==> config.mk <==
export PLATFORM = sky130hd
export DESIGN_NAME = iter_mul_flat
export DESIGN_NICKNAME = d
export VERILOG_FILES = /design/src/rtl/mul_pkg.sv /design/src/rtl/iter_mul_if.sv /design/src/rtl/iter_mul.sv /design/src/flat_wrapper.sv
export SDC_FILE = /design/constraint.sdc
export NUM_CORES = 1
export LEC_CHECK = 0
export CELL_PAD_IN_SITES_DETAIL_PLACEMENT = 2
export CELL_PAD_IN_SITES_GLOBAL_PLACEMENT = 2
export CORE_AREA = 8 8 185 135
export DETAILED_ROUTE_END_ITERATION = 12
export DIE_AREA = 0 0 193 143
export DONT_BUFFER_PORTS = 1
export PLACE_DENSITY = 0.85
export SYNTH_ARGS = -nofsm -noshare
export SYNTH_HDL_FRONTEND = slang
export SYNTH_SLANG_ARGS = --single-unit
==> constraint.sdc <==
create_clock -name clk -period 5.5 [get_ports clk]
set_input_delay 0.55 -clock clk [delete_from_list [all_inputs] [get_ports clk]]
set_output_delay 0.55 -clock clk [all_outputs]
set_load 0.01 [all_outputs]
==> src/rtl/mul_pkg.sv <==
// Shared types and sizing for the iterative shift-add multiplier.
package mul_pkg;

    typedef enum logic [1:0] {
        IDLE = 2'd0,
        CALC = 2'd1,
        DONE = 2'd2
    } mul_state_t;

    localparam int MUL_WIDTH = 32;
    localparam int CNT_W     = $clog2(MUL_WIDTH);

    function automatic int cnt_width(input int width);
        return (width > 1) ? $clog2(width) : 1;
    endfunction

endpackage

==> src/rtl/iter_mul_if.sv <==
// Operand/result bundle between the deserialiser, the multiplier and the serialiser.
interface iter_mul_if
    import mul_pkg::*;
#(
    parameter int WIDTH = MUL_WIDTH
);
    logic             start;
    logic [WIDTH-1:0] a;
    logic [WIDTH-1:0] b;
    logic [WIDTH-1:0] z;
    logic             busy;
    logic             done;
    logic             overflow;

    modport master (
        output start, a, b,
        input  z, busy, done, overflow
    );

    modport slave (
        input  start, a, b,
        output z, busy, done, overflow
    );
endinterface

==> src/rtl/iter_mul.sv <==
// Radix-2 shift-add unsigned multiplier, one partial product per cycle; done WIDTH+1 edges after launch.
// No backpressure: start rising edges outside IDLE are dropped; ITER_MUL_SAT_EN saturates z on overflow.
module iter_mul
    import mul_pkg::*;
#(
    parameter int WIDTH = MUL_WIDTH
) (
    input  logic       clk,
    input  logic       reset,
    iter_mul_if.slave  bus
);

    localparam int CW = cnt_width(WIDTH);

    mul_state_t         state_q, state_d;
    logic               start_q;
    logic [2*WIDTH-1:0] acc_q, acc_d;
    logic [WIDTH-1:0]   mcand_q, mcand_d;
    logic [WIDTH-1:0]   mplier_q, mplier_d;
    logic [CW-1:0]      cnt_q, cnt_d;
    logic [WIDTH-1:0]   z_q, z_d;
    logic               ovf_q, ovf_d;

    logic               launch;
    logic [WIDTH:0]     sum;
    logic [2*WIDTH-1:0] acc_step;
    logic [WIDTH-1:0]   mplier_step;
    logic               prod_hi_nz;

    assign launch = bus.start & ~start_q & (state_q == IDLE);

    // One step of {sum, acc_lo, mplier} >> 1; after WIDTH steps acc holds the full product.
    always_comb begin
        sum         = {1'b0, acc_q[2*WIDTH-1:WIDTH]}
                    + {1'b0, (mplier_q[0] ? mcand_q : {WIDTH{1'b0}})};
        acc_step    = {sum, acc_q[WIDTH-1:1]};
        mplier_step = {acc_q[0], mplier_q[WIDTH-1:1]};
        prod_hi_nz  = |acc_step[2*WIDTH-1:WIDTH];
    end

    always_comb begin
        state_d = state_q;
        case (state_q)
            IDLE:    if (launch)          state_d = CALC;
            CALC:    if (cnt_q == '0)     state_d = DONE;
            DONE:    if (!bus.start)      state_d = IDLE;
            default:                      state_d = IDLE;
        endcase
    end

    always_ff @(posedge clk or posedge reset) begin
        if (reset) begin
            state_q <= IDLE;
        end else begin
            state_q <= state_d;
        end
    end

    always_comb begin
        acc_d    = acc_q;
        mcand_d  = mcand_q;
        mplier_d = mplier_q;
        cnt_d    = cnt_q;
        z_d      = z_q;
        ovf_d    = ovf_q;
        if (launch) begin
            mcand_d  = bus.a;
            mplier_d = bus.b;
            acc_d    = '0;
            cnt_d    = CW'(WIDTH - 1);
        end else if (state_q == CALC) begin
            acc_d    = acc_step;
            mplier_d = mplier_step;
            cnt_d    = cnt_q - 1'b1;
            if (cnt_q == '0) begin
                ovf_d = prod_hi_nz;
`ifdef ITER_MUL_SAT_EN
                z_d   = prod_hi_nz ? {WIDTH{1'b1}} : acc_step[WIDTH-1:0];
`else
                z_d   = acc_step[WIDTH-1:0];
`endif
            end
        end
    end

    always_ff @(posedge clk or posedge reset) begin
        if (reset) begin
            start_q  <= 1'b0;
            acc_q    <= '0;
            mcand_q  <= '0;
            mplier_q <= '0;
            cnt_q    <= '0;
            z_q      <= '0;
            ovf_q    <= 1'b0;
        end else begin
            start_q  <= bus.start;
            acc_q    <= acc_d;
            mcand_q  <= mcand_d;
            mplier_q <= mplier_d;
            cnt_q    <= cnt_d;
            z_q      <= z_d;
            ovf_q    <= ovf_d;
        end
    end

    assign bus.z        = z_q;
    assign bus.overflow = ovf_q;
    assign bus.busy     = (state_q == CALC);
    assign bus.done     = (state_q == DONE);

endmodule
==> src/flat_wrapper.sv <==
// flat-port wrapper written by rule: the top's interface ports become plain ports
module iter_mul_flat import mul_pkg::*;
#(
    parameter int WIDTH = MUL_WIDTH
)
  (clk, reset, bus_start, bus_a, bus_b, bus_z, bus_busy, bus_done, bus_overflow);
  iter_mul_if #(.WIDTH(WIDTH)) bus_i ();
  input  logic clk;
  input  logic reset;
  input wire logic [$bits(bus_i.start)-1:0] bus_start;
  input wire logic [$bits(bus_i.a)-1:0] bus_a;
  input wire logic [$bits(bus_i.b)-1:0] bus_b;
  output wire logic [$bits(bus_i.z)-1:0] bus_z;
  output wire logic [$bits(bus_i.busy)-1:0] bus_busy;
  output wire logic [$bits(bus_i.done)-1:0] bus_done;
  output wire logic [$bits(bus_i.overflow)-1:0] bus_overflow;
  assign bus_i.start = bus_start;
  assign bus_i.a = bus_a;
  assign bus_i.b = bus_b;
  assign bus_z = bus_i.z;
  assign bus_busy = bus_i.busy;
  assign bus_done = bus_i.done;
  assign bus_overflow = bus_i.overflow;
  iter_mul #(.WIDTH(WIDTH)) u_core (.clk(clk), .reset(reset), .bus(bus_i));
endmodule
==> results.yml <==
synth:
  synth_top_area_share: 0.489
  yosysSeqAreaShare: 0.489
  synth_edf_count: 0
  synthArstFlopShare: 1.00
  yosysMostFrequentCell: "nand2_1"
  synth_cells: 930
  avgSynthCellArea_sq_um: 9.30
  synth.distinct_cells: 65
  ys_seq_elements: 169
  yosysWarnings: 0
  synth_area_leaders: "dfrtp_1 (49%), nand2_1 (12%), ha_1 (4.9%), mux2_2 (4.2%), nand3_1 (3.6%)"
  yosysTopAreaCell: "dfrtp_1"
  syn-cell-area_sq_um: 8650
  synth-main-ff-cell: "dfrtp_1"
  syn-num-nets: 1032
  synth_common_cells: "nand2_1 (269), dfrtp_1 (169), nand3_1 (62), clkbuf_1 (50), ha_1 (34)"
grt:
  grt_max_degree: 91
  antenna_found_initial: 0
  grt_pass1_wl_microns: 42100
  globalRouteTotalUtil: 0.194
  grt_pass1_vias: 7400
  grt_overflow_total: 0
run_status:
  outcome: "finished clean"
floorplan:
  start_util: 0.391
  core_sq_um: 22100
  dieArea_sq_um: 27600
  die_h_microns: 143
  fp-row-count: 46
  num_io_pins: 102
  floorplan.die.width_microns: 193
timing:
  fin_worst_skew_ns: 0.0105
  min_period_over_period: 0.806
  setup_violations: 0
  final_hold_viol_count: 0
  rsz0062_at_grt: "false"
  period_needed_ns: 4.44
  worst_pin_slew_ns: 0.981
  fin_tns_setup_ns: 0
  fmax_mhz: 225
  slew_viol_final: 0
  setup_slack_ns: 1.06
  slew_headroom: 0.346
placement:
  place.gp.congestion: 0.834
  dpl_cell_area_sq_um: 8870
  dp_slack_ns: 1.14
  portBuffers: 0
  dp_hpwl_microns: 17400
drt:
  via_per_inst: 5.58
  drc: 0
  via_count: 6693
  dr.pass1.iters: 4
  first_iter_violations: 332
  finalWirelength_microns: 25700
  wl_per_cell_microns: 21.4
  final_antenna_net_count: 0
critical_path:
  required_ns: 5.80
  crit_arrival_ns: 4.73
  start_kind: "register"
  r2r_cells: 13
  end_kind: "register"
  cp_max_fo: 33
  critical_path_class: "reg -> reg"
cts:
  cts_htree_levels: 4
  cts-buffers-inserted: 17
  clk_pin_slew_ns: 0.07
  cts.sinks: 169
  postCtsSetupRepairBufs: 0
  clkLatencyLatePin_ns: 0.43
  cts_tree: "done"
  cts_root_buf: "clkbuf_16"
  cts_hold_buf: 0
  clockBufferDepth: 2
  post_cts_resized: 0
final_layout:
  design_area_sq_um: 9470
  n_antenna_cell: 0
  drive_gt1_frac: 0.0976
  final_nets: 1001
  fin_util: 0.428
  syn_to_final_growth_pct: 9.46
power:
  combPwrFrac: 0.408
  p_total_w: 0.00580
  pwr-share-clk: 0.215
  powerDensity_nw_per_um2: 612
  vdd_drop_max_mv: 0.238
  p_int_w: 0.00336
  p_leak_nw: 4.65
  p_sw_frac: 0.421
  power_frac_seq: 0.377
  p_sw_w: 0.00244
min_path:
  holdCritPathClass: "in -> async"
run:
  cap_violations: 0
-- power groups by stage --
stage          Sequential (W)  Clock, W  Combinational, W
2_1_floorplan         0.00204         0           0.00179
3_3_place_gp          0.00218         0           0.00221
3_5_place_dp          0.00221         0           0.00233
4_1_cts               0.00220   0.00128           0.00238
5_1_grt               0.00226   0.00133           0.00264
6_report              0.00218   0.00124           0.00237
-- path summary, 6_finish.rpt --
kind                                             to               start  slack (ns)
worst max-delay path            u_core.bus.overflow  u_core.mplier_q[0]        1.06
worst min-delay path               u_core.acc_q[26]               reset        0.04
worst max register to register  u_core.bus.overflow  u_core.mplier_q[0]        1.06
worst min register to register   u_core.mcand_q[24]  u_core.mcand_q[24]        0.47
max in group asynchronous       u_core.mplier_q[13]               reset        4.26
min in group clk                     u_core.start_q           bus_start        0.15
-- cells by family (layout without fill, tap and decap cells) --
kind of cell,Yosys count,count (layout),synth area share
AND/OR/NAND/NOR,422,422,0.218
flip-flops,169,169,0.489
AO/OA/AOI/OAI,164,164,0.131
buffers and inverters,74,56,0.0333
adder cells (fa/ha/maj),35,35,0.0515
multiplexers,34,34,0.0446
XOR/XNOR,32,32,0.0324
-- sequential cells by signal, indices dropped and copies added, names as in the netlist --
| signal | count |
|---|---|
| u_core.bus.overflow | 1 |
| u_core.state_q | 2 |
| u_core.cnt_q | 5 |
| u_core.start_q | 1 |
| u_core.acc_q | 64 |
| u_core.mcand_q | 32 |
| u_core.bus.z | 32 |
| u_core.mplier_q | 32 |
-- critical path, cell delays in order (launching register included) --
cell	delay, ns
dfrtp_1	0.75
and2_1	0.37
ha_1	0.23
fa_1	0.41
a211o_1	0.30
a221o_1	0.38
a211oi_4	0.38
or4b_4	0.24
nand2_2	0.09
a31oi_1	0.23
xor2_1	0.23
o211ai_1	0.12
nor4b_1	0.42
a31oi_1	0.14
-- layer usage --
metal	up-vias	GRT usage	wire, microns	part of all wire
met3	13	0.0426	1180	0.046
met2	118	0.298	11800	0.46
met4	0	0.0404	216	0.0084
met1	3428	0.276	12600	0.49
met5	-	0	0	0
li1	3134	-	-	-
-- per-stage QoR --
stage / hold WS, ns / cells
floorplan: 0.437 / 930
global placement: 0.455 / 1168
detailed placement: 0.462 / 1168
CTS: 0.0426 / 1200
global route: 0.0769 / 1200
finish: 0.0448 / 1200
-- cell usage in the layout (no fill, tap or decap), drive strengths merged, types with 3 or more instances in the layout --
| master | count |
|---|---|
| nor4 | 4 |
| nand3 | 62 |
| o31ai | 3 |
| mux2 | 33 |
| a21oi | 30 |
| dfrtp | 169 |
| nand4 | 11 |
| clkbuf | 21 |
| o21a | 3 |
| a2111oi | 3 |
| bufinv | 3 |
| ha | 34 |
| and2 | 32 |
| nor3 | 6 |
| a31oi | 6 |
| a211oi | 3 |
| xnor2 | 19 |
| o21bai | 3 |
| o211ai | 3 |
| a22oi | 32 |
| o221ai | 3 |
| buf | 10 |
| inv | 14 |
| o21ai | 44 |
| xor2 | 13 |
| a21o | 15 |
| nand2 | 270 |
| nor2 | 19 |
| clkinv | 7 |
| nor4b | 3 |
-- cell type report --
type | instances | area (sq um)
flip-flops and latches | 169 | 4230
clock inverters | 11 | 148
clock buffers | 21 | 450
multi-input cells | 687 | 4150
well taps | 288 | 360
inverters | 14 | 57.6
fillers | 2412 | 12600
repair buffers | 10 | 75.1
Note: power is estimated with default switching activity, not from simulation.
